===== src/rtl/axi_hp_rd_arbiter.sv =====
//==============================================================================
// Module      : axi_hp_rd_arbiter
// Description : Two-requester round-robin read arbiter for a Zynq AXI HP
//               slave port. Shares one AXI3 read channel between requester
//               m0 (fake-flash SPI slave) and requester m1 (preload/trace
//               engine). Exactly one burst is outstanding at a time; the
//               grant is held from the AR handshake until the RLAST beat.
//               Every read address is offset by base_addr_i (carry dropped).
//
// Ports       : clk_i, rst_i            - clock, synchronous active-high reset
//               base_addr_i            - DDR window offset, sampled at capture
//               mN_ar*  (N = 0, 1)     - requester AR channels
//               mN_r*   (N = 0, 1)     - requester R channels
//               s_ar* / s_r*           - HP port AR / R channels
//               grant_o, busy_o        - owner of current burst / busy flag
//               perf_clr_i, mN_beats_o - optional beat counters
//
// Options     : `define AXI_HP_RD_ARB_PERF_EN adds the per-requester
//               accepted-beat counters (m0_beats_o, m1_beats_o) and their
//               synchronous clear input perf_clr_i.
//
// Revision    : 1.0 - initial release
//==============================================================================
`timescale 1ns/1ps
`default_nettype none

module axi_hp_rd_arbiter #(
    parameter int AXI_ADDR_WIDTH = 32,
    parameter int AXI_DATA_WIDTH = 32,
    parameter int AXI_ID_WIDTH   = 6
) (
    input  logic                      clk_i,
    input  logic                      rst_i,

    input  logic [AXI_ADDR_WIDTH-1:0] base_addr_i,

    // Requester 0 (fake-flash SPI slave)
    input  logic [AXI_ADDR_WIDTH-1:0] m0_araddr_i,
    input  logic [3:0]                m0_arlen_i,
    input  logic [2:0]                m0_arsize_i,
    input  logic [1:0]                m0_arburst_i,
    input  logic [AXI_ID_WIDTH-1:0]   m0_arid_i,
    input  logic                      m0_arvalid_i,
    output logic                      m0_arready_o,
    output logic [AXI_DATA_WIDTH-1:0] m0_rdata_o,
    output logic [AXI_ID_WIDTH-1:0]   m0_rid_o,
    output logic [1:0]                m0_rresp_o,
    output logic                      m0_rlast_o,
    output logic                      m0_rvalid_o,
    input  logic                      m0_rready_i,

    // Requester 1 (preload / trace engine)
    input  logic [AXI_ADDR_WIDTH-1:0] m1_araddr_i,
    input  logic [3:0]                m1_arlen_i,
    input  logic [2:0]                m1_arsize_i,
    input  logic [1:0]                m1_arburst_i,
    input  logic [AXI_ID_WIDTH-1:0]   m1_arid_i,
    input  logic                      m1_arvalid_i,
    output logic                      m1_arready_o,
    output logic [AXI_DATA_WIDTH-1:0] m1_rdata_o,
    output logic [AXI_ID_WIDTH-1:0]   m1_rid_o,
    output logic [1:0]                m1_rresp_o,
    output logic                      m1_rlast_o,
    output logic                      m1_rvalid_o,
    input  logic                      m1_rready_i,

    // HP slave port
    output logic [AXI_ADDR_WIDTH-1:0] s_araddr_o,
    output logic [3:0]                s_arlen_o,
    output logic [2:0]                s_arsize_o,
    output logic [1:0]                s_arburst_o,
    output logic [AXI_ID_WIDTH-1:0]   s_arid_o,
    output logic                      s_arvalid_o,
    input  logic                      s_arready_i,
    input  logic [AXI_DATA_WIDTH-1:0] s_rdata_i,
    input  logic [AXI_ID_WIDTH-1:0]   s_rid_i,
    input  logic [1:0]                s_rresp_i,
    input  logic                      s_rlast_i,
    input  logic                      s_rvalid_i,
    output logic                      s_rready_o,

    // Status
    output logic                      grant_o,
    output logic                      busy_o
`ifdef AXI_HP_RD_ARB_PERF_EN
    ,
    input  logic                      perf_clr_i,
    output logic [31:0]               m0_beats_o,
    output logic [31:0]               m1_beats_o
`endif
);

    //--------------------------------------------------------------------------
    // State encoding
    //--------------------------------------------------------------------------
    localparam logic [1:0] c_st_idle = 2'd0;
    localparam logic [1:0] c_st_addr = 2'd1;
    localparam logic [1:0] c_st_data = 2'd2;

    logic [1:0]                r_state;
    logic [1:0]                w_state_nxt;

    logic                      r_grant;
    logic                      r_rr_ptr;

    logic [AXI_ADDR_WIDTH-1:0] r_araddr;
    logic [3:0]                r_arlen;
    logic [2:0]                r_arsize;
    logic [1:0]                r_arburst;
    logic [AXI_ID_WIDTH-1:0]   r_arid;

    logic                      w_any_req;
    logic                      w_winner;
    logic                      w_capture;
    logic                      w_r_hs;
    logic                      w_r_last_hs;

    logic [AXI_ADDR_WIDTH-1:0] w_sel_araddr;
    logic [3:0]                w_sel_arlen;
    logic [2:0]                w_sel_arsize;
    logic [1:0]                w_sel_arburst;
    logic [AXI_ID_WIDTH-1:0]   w_sel_arid;

    //--------------------------------------------------------------------------
    // Arbitration: a lone requester always wins; on a tie the round-robin
    // pointer decides. The loser keeps arvalid high and is picked up on the
    // next IDLE cycle because the pointer flips to it after each burst.
    //--------------------------------------------------------------------------
    assign w_any_req = m0_arvalid_i | m1_arvalid_i;
    assign w_winner  = (m0_arvalid_i & m1_arvalid_i) ? r_rr_ptr : m1_arvalid_i;
    assign w_capture = (r_state == c_st_idle) & w_any_req;

    assign w_sel_araddr  = w_winner ? m1_araddr_i  : m0_araddr_i;
    assign w_sel_arlen   = w_winner ? m1_arlen_i   : m0_arlen_i;
    assign w_sel_arsize  = w_winner ? m1_arsize_i  : m0_arsize_i;
    assign w_sel_arburst = w_winner ? m1_arburst_i : m0_arburst_i;
    assign w_sel_arid    = w_winner ? m1_arid_i    : m0_arid_i;

    // R handshake on the HP side; s_rready_o is already gated to DATA state.
    assign w_r_hs      = s_rvalid_i & s_rready_o;
    assign w_r_last_hs = w_r_hs & s_rlast_i;

    //--------------------------------------------------------------------------
    // FSM: state register
    //--------------------------------------------------------------------------
    always_ff @(posedge clk_i) begin
        if (rst_i) begin
            r_state <= c_st_idle;
        end else begin
            r_state <= w_state_nxt;
        end
    end

    //--------------------------------------------------------------------------
    // FSM: next-state logic
    //--------------------------------------------------------------------------
    always_comb begin
        w_state_nxt = r_state;
        case (r_state)
            c_st_idle: if (w_any_req)   w_state_nxt = c_st_addr;
            c_st_addr: if (s_arready_i) w_state_nxt = c_st_data;
            c_st_data: if (w_r_last_hs) w_state_nxt = c_st_idle;
            default:                    w_state_nxt = c_st_idle;
        endcase
    end

    //--------------------------------------------------------------------------
    // FSM: outputs
    //--------------------------------------------------------------------------
    always_comb begin
        m0_arready_o = 1'b0;
        m1_arready_o = 1'b0;
        s_arvalid_o  = 1'b0;
        s_rready_o   = 1'b0;
        m0_rvalid_o  = 1'b0;
        m1_rvalid_o  = 1'b0;
        busy_o       = 1'b0;
        case (r_state)
            c_st_idle: begin
                // Ready goes only to the winner, so the handshake and the
                // payload capture below always refer to the same requester.
                m0_arready_o = m0_arvalid_i & ~w_winner;
                m1_arready_o = m1_arvalid_i &  w_winner;
            end
            c_st_addr: begin
                s_arvalid_o = 1'b1;
                busy_o      = 1'b1;
            end
            c_st_data: begin
                busy_o      = 1'b1;
                s_rready_o  = r_grant ? m1_rready_i : m0_rready_i;
                m0_rvalid_o = s_rvalid_i & ~r_grant;
                m1_rvalid_o = s_rvalid_i &  r_grant;
            end
            default: begin
                busy_o = 1'b0;
            end
        endcase
    end

    //--------------------------------------------------------------------------
    // AR payload capture and grant / round-robin bookkeeping
    //--------------------------------------------------------------------------
    always_ff @(posedge clk_i) begin
        if (rst_i) begin
            r_araddr  <= '0;
            r_arlen   <= '0;
            r_arsize  <= '0;
            r_arburst <= '0;
            r_arid    <= '0;
            r_grant   <= 1'b0;
        end else if (w_capture) begin
            // Offset add wraps modulo 2^AXI_ADDR_WIDTH; the carry is dropped.
            r_araddr  <= w_sel_araddr + base_addr_i;
            r_arlen   <= w_sel_arlen;
            r_arsize  <= w_sel_arsize;
            r_arburst <= w_sel_arburst;
            r_arid    <= w_sel_arid;
            r_grant   <= w_winner;
        end
    end

    always_ff @(posedge clk_i) begin
        if (rst_i) begin
            r_rr_ptr <= 1'b0;
        end else if ((r_state == c_st_data) && w_r_last_hs) begin
            r_rr_ptr <= ~r_grant;
        end
    end

    //--------------------------------------------------------------------------
    // HP AR payload and status
    //--------------------------------------------------------------------------
    assign s_araddr_o  = r_araddr;
    assign s_arlen_o   = r_arlen;
    assign s_arsize_o  = r_arsize;
    assign s_arburst_o = r_arburst;
    assign s_arid_o    = r_arid;
    assign grant_o     = r_grant;

    //--------------------------------------------------------------------------
    // R payload fan-out. Data/ID/resp/last go to both requesters; only the
    // granted one sees rvalid, so the other simply ignores the payload.
    // Routing uses the registered grant, never the returned ID.
    //--------------------------------------------------------------------------
    assign m0_rdata_o = s_rdata_i;
    assign m0_rid_o   = s_rid_i;
    assign m0_rresp_o = s_rresp_i;
    assign m0_rlast_o = s_rlast_i;

    assign m1_rdata_o = s_rdata_i;
    assign m1_rid_o   = s_rid_i;
    assign m1_rresp_o = s_rresp_i;
    assign m1_rlast_o = s_rlast_i;

`ifdef AXI_HP_RD_ARB_PERF_EN
    //--------------------------------------------------------------------------
    // Accepted-beat counters, saturating. Clear has priority over a beat
    // arriving in the same cycle.
    //--------------------------------------------------------------------------
    localparam logic [31:0] c_beats_max = 32'hFFFF_FFFF;

    logic [31:0] r_m0_beats;
    logic [31:0] r_m1_beats;

    always_ff @(posedge clk_i) begin
        if (rst_i || perf_clr_i) begin
            r_m0_beats <= '0;
            r_m1_beats <= '0;
        end else begin
            if (w_r_hs && !r_grant && (r_m0_beats != c_beats_max)) begin
                r_m0_beats <= r_m0_beats + 32'd1;
            end
            if (w_r_hs && r_grant && (r_m1_beats != c_beats_max)) begin
                r_m1_beats <= r_m1_beats + 32'd1;
            end
        end
    end

    assign m0_beats_o = r_m0_beats;
    assign m1_beats_o = r_m1_beats;
`endif

endmodule

`default_nettype wire


===== config.mk =====
export PLATFORM = sky130hd
export DESIGN_NAME = axi_hp_rd_arbiter
export DESIGN_NICKNAME = d
export VERILOG_FILES = /design/src/rtl/axi_hp_rd_arbiter.sv
export SDC_FILE = /design/constraint.sdc
export NUM_CORES = 1
export LEC_CHECK = 0
export ABC_AREA = 1
export CORE_AREA = 2 2 120 122
export CTS_BUF_LIST = sky130_fd_sc_hd__clkbuf_8
export DETAILED_ROUTE_END_ITERATION = 8
export DIE_AREA = 0 0 122 124
export DONT_BUFFER_PORTS = 1
export PLACE_DENSITY = 0.62
export SYNTH_ARGS = -nofsm -noshare
export SYNTH_HDL_FRONTEND = slang
export SYNTH_SLANG_ARGS = --single-unit
export TNS_END_PERCENT = 10

===== constraint.sdc =====
create_clock -name clk_i -period 3.08 [get_ports clk_i]
set_input_delay 0.462 -clock clk_i [delete_from_list [all_inputs] [get_ports clk_i]]
set_output_delay 0.462 -clock clk_i [all_outputs]
set_load 0.02 [all_outputs]

# After elaboration in Yosys (flattened, before gate mapping)
# Index checks and enable logic that the tools add are counted.
# totals
romBits,0
inputBits,175
word_cells,47
mem_count,0
latch_bits,0
mem_bits_rw,0
reg_bits,51
output_inout_bits,137
# op_classes
n_shift,0
n_reduce_logical,4
n_eq_ne,5
n_mux,18
n_mul,0
n_bitwise,11
n_addsub,1
div,0
order_cmp,0
# ops
op,n
adder 32 bit,1
2-to-1 mux 32 bit,1
2-to-1 mux 1 bit,9
AND 1 bit,8
2-to-1 mux 2 bit,4
2-to-1 mux 6 bit,1
"!= test 2 bit, second input constant",3
one-hot mux 2 bit (3 select lines),1
2-to-1 mux 4 bit,1
2-to-1 mux 3 bit,1
AND reduction 3 bit,1
"equality test 2 x 1 -> 1 bit, second input constant",1
"equality test 2 bit, second input constant",1
logical NOT 2 bit,1
inverter 1 bit,2
OR reduction 2 bit,1
logical AND 1 bit,1
OR 1 bit,1

# Longest topological paths before layout
# depth
depth_word,6
mapped_depth,21
mapped_depth_nobuf,20

# Least setup slack after synthesis
# OpenSTA, ideal clock, no wires.
# synth_path
path_type,input to register
start,in m0_arvalid_i
end,reg r_araddr[16] (netlist: s_araddr_o[16])
required_ns,2.971
path_slack_ns,0.486
setup_ns,0.109
t_arrival_ns,2.485
n_path_buf,1
path_stages,19
path_cell_list,nand2_1 > nand2_1 > inv_2 > clkbuf_1 > nand2_1 > nand2_1 > ha_1 > inv_1 > fa_1 > inv_1 > nand3_1 > nand3_1 > nand2_1 > a21oi_1 > nor2_1 > nand2_1 > nand3_1 > nand2_1 > inv_1
# synth_between
elab_chain_len,4
word_cells_on_any_way,6
cone_classes,add/sub: 1; mux: 2; bitwise: 3
# synth_lines
item,line,rtl
start: declaration,43,"input logic m0_arvalid_i,"
AND 1 bit,130,assign w_winner = (m0_arvalid_i & m1_arvalid_i) ? r_rr_ptr : m1_arvalid_i;
2-to-1 mux 1 bit,130,
2-to-1 mux 32 bit,133,assign w_sel_araddr = w_winner ? m1_araddr_i : m0_araddr_i;
adder 32 bit,214,r_araddr <= w_sel_araddr + base_addr_i;
end signal: assignment,214,
end: declaration,106,logic [AXI_ADDR_WIDTH-1:0] r_araddr;
# Parallel ways exist; a longest one is shown, timed or not.
# A chain may end at the register's enable or synchronous reset.

# Worst setup path in the final report
# layout_path
start,reg r_rr_ptr
end,reg r_araddr[16] (netlist: s_araddr_o[16])
# layout_between
elab_chain_len,3
# layout_lines
item,line,rtl
start: declaration,104,logic r_rr_ptr;
start signal: assignment,227,r_rr_ptr <= ~r_grant;
2-to-1 mux 1 bit,130,
2-to-1 mux 32 bit,133,
adder 32 bit,214,
# No other way between the ends.

==> reports/results.ini <==
[routing]
postRouteAntennaNets = 0
routed_wl_um = 15400
drt_first_pass_iters = 5
remaining_drc_errors = 0
num_vias = 5069
vias_per_cell = 4.68
avgRoutedWirePerCell_um = 14.3
drt_iter0_drc = 265

[die]
dieHeight_um = 124
core_um2 = 13700
die_area_um2 = 15100
die_x_um = 122
initial_core_util = 0.413
floorplan.rows = 43
num_io_pins = 312

[timing]
layout_min_cycle_time_ns = 2.57
holdWs_ns = 0.209
worst_slew_pin_slew_ns = 0.803
rsz0062_at_grt = false
setup_viol = 0
hold_violations = 0
setup_tns_ns = 0
slew_violations = 0
fmaxAchievable_ghz = 0.390
skew_ns = 0.00802
fin_crit_sh = 0.833
finalWorstSetupSlack_ns = 0.513
maxSlewHeadroom = 0.464

[clock_network]
cts_root_buf = clkbuf_8
htreeDepth = 2
ctsHoldBuffers = 0
clkSinkCount = 51
cts_buffers = 5
cts.repair.resized = 0
worstSkewPairLatency_ns = 0.31
cts_tree = done
clockBufferDepth = 2
clk_pin_slew_ns = 0.10
cts_post_setup_buffers_inserted = 0

[finish]
fillCellCount = 1596
n_antenna_cell = 0
area_delta_synth_final_pct = -6.19
fin_nets = 1116
drive_above_1_share = 0.0553
fin_util = 0.387

[global_routing]
grt_usage = 0.197
grt_max_degree = 35
grt_overflow = 0
grt_pass1_vias = 4570
grt_first_pass_wirelength_um = 23400
antenna_found_initial = 0

[setup_path]
reg2reg_to = s_araddr_o[16]$_SDFFE_PP0P_
crit_required_ns = 3.31
path_buf_inv = 5
cpMaxStageDelayCell = fa_1
reg2regPathDepth = 17
critPathTopFamily = simple AND/OR/NAND/NOR gates
cp_num_cells = 17
r2r_slack_ns = 0.51
arrival_ns = 2.79
cp_max_fo = 20
criticalPathCategory = reg -> reg
cp-start-kind = register
worstReg2RegStart = r_rr_ptr$_SDFFE_PP0P_
cp_slowest_stage_delay_ns = 0.43
worstSetupEndpointType = register
crit_chain = inv_1 -> nand2_1 -> nand2_2 -> buf_4 -> o21ai_0 -> inv_1 -> fa_1 -> inv_1 -> nand3_1 -> nand3_1 -> nand2_1 -> a21oi_1 -> nor2_1 -> nand2_1 -> nand3_1 -> nand2_1 -> inv_1

[power_and_ir_drop]
ir_drop_v = 0.000179
p_leak_nw = 3.23
p_per_area_nw_per_um2 = 482

[flow_run]
drv_cap = 0

[logic_synthesis]
synth_top_area_share = 0.233
netlist_instances = 993
synth_edf_count = 0
syn_avg_cell_area_um2 = 5.70
synth_cell_types = 31
syn-num-nets = 1206
async_flop_share = 0
seq_area_frac_synth = 0.180
yosys-top-cells-area = nand2_1, dfxtp_1, inv_1
yosysWarningCount = 0
synth_most_common_cell = nand2_1
synthFlopType = dfxtp_1
synth_top_area_cell = nand2_1
synth_seq_cells = 51
syn_area_um2 = 5660
synthTopCellsByCount = nand2_1, inv_1, nor2_1, buf_4

[place]
globalplace.congestion = 0.924
dp_slack_ns = 0.386
numPortBuffers = 0
hpwl_um = 12900

[hold_path]
worstHoldStart = rst_i
hold-path-endpoint = r_state[1]$_SDFFE_PP0P_
hold_class = in -> reg
worstHoldPathCells = 1

[status]
outcome = completed

worst max path at each step:
stage | from | end | slack, ns
2_1_floorplan | m0_arvalid_i | s_araddr_o[16]$_SDFFE_PP0P_ | 0.49
3_3_place_gp | m0_arvalid_i | s_araddr_o[28]$_SDFFE_PP0P_ | 0.44
3_5_place_dp | m0_arvalid_i | s_araddr_o[28]$_SDFFE_PP0P_ | 0.39
4_1_cts | r_rr_ptr$_SDFFE_PP0P_ | s_araddr_o[28]$_SDFFE_PP0P_ | 0.49
5_1_grt | r_rr_ptr$_SDFFE_PP0P_ | s_araddr_o[28]$_SDFFE_PP0P_ | 0.19
6_report | r_rr_ptr$_SDFFE_PP0P_ | s_araddr_o[16]$_SDFFE_PP0P_ | 0.51
registers in the layout (all words and copies together) (netlist names):
| name | count |
|---|---|
| s_arsize_o | 3 |
| s_araddr_o | 32 |
| r_state | 2 |
| s_arid_o | 6 |
| r_rr_ptr | 1 |
| s_arlen_o | 4 |
| grant_o | 1 |
| s_arburst_o | 2 |
cells in the final DEF, fill, tap and decap left out, drive strengths merged, types with 6 or more instances in the layout:
master	n
a21oi	33
buf	9
clkbuf	6
dfxtp	51
ha	37
inv	170
nand2	362
nand3	57
nor2	105
nor3	6
o211ai	17
o21ai	23
xor2	12
metal layers:
metal | vias up | part of all wire | routed length (um) | global-route usage
met5 | - | 0 | 0 | 0
met4 | 0 | 0.011 | 177 | 0.0424
met3 | 9 | 0.079 | 1230 | 0.0371
met2 | 199 | 0.47 | 7190 | 0.344
met1 | 2109 | 0.44 | 6850 | 0.251
li1 | 2752 | - | - | -
where the power goes:
group          internal (mW)  total [mW]  switching [mW]
Sequential             0.792        1.05           0.260
Combinational          0.370        1.08           0.710
Clock                  0.184       0.426           0.242
Total                   1.35        2.56            1.21
final cells by class:
| type | count | area, um^2 | area share |
|---|---|---|---|
| Multi-Input combinational cell | 666 | 3260 | 0.614 |
| Sequential cell | 51 | 1020 | 0.192 |
| Inverter | 170 | 638 | 0.120 |
| Tap cell | 180 | 225 | 0.0424 |
| Clock buffer | 6 | 82.6 | 0.0155 |
| Timing Repair Buffer | 9 | 67.6 | 0.0127 |
| Clock inverter | 2 | 16.3 | 0.00306 |
metrics by stage:
stage / total power, mW / cell area (um^2) / std cells
after CTS: 2.59 / 5310 / 1084
after global routing: 2.78 / 5310 / 1084
after global placement: 2.15 / 5220 / 1076
final: 2.56 / 5310 / 1084
after floorplan: 2.05 / 5660 / 993
after detailed placement: 2.15 / 5220 / 1076
cell families (layout without fill, tap and decap cells):
| family | count (synthesis) | after routing | share of synthesized area |
|---|---|---|---|
| compound gates | 79 | 79 | 0.0806 |
| xor+xnor | 14 | 14 | 0.0216 |
| simple gates | 535 | 535 | 0.386 |
| buf+inv | 276 | 187 | 0.246 |
| flops | 51 | 51 | 0.180 |
| fa+ha+maj | 38 | 38 | 0.0853 |
No activity file was read; power rests on OpenSTA's default activity.
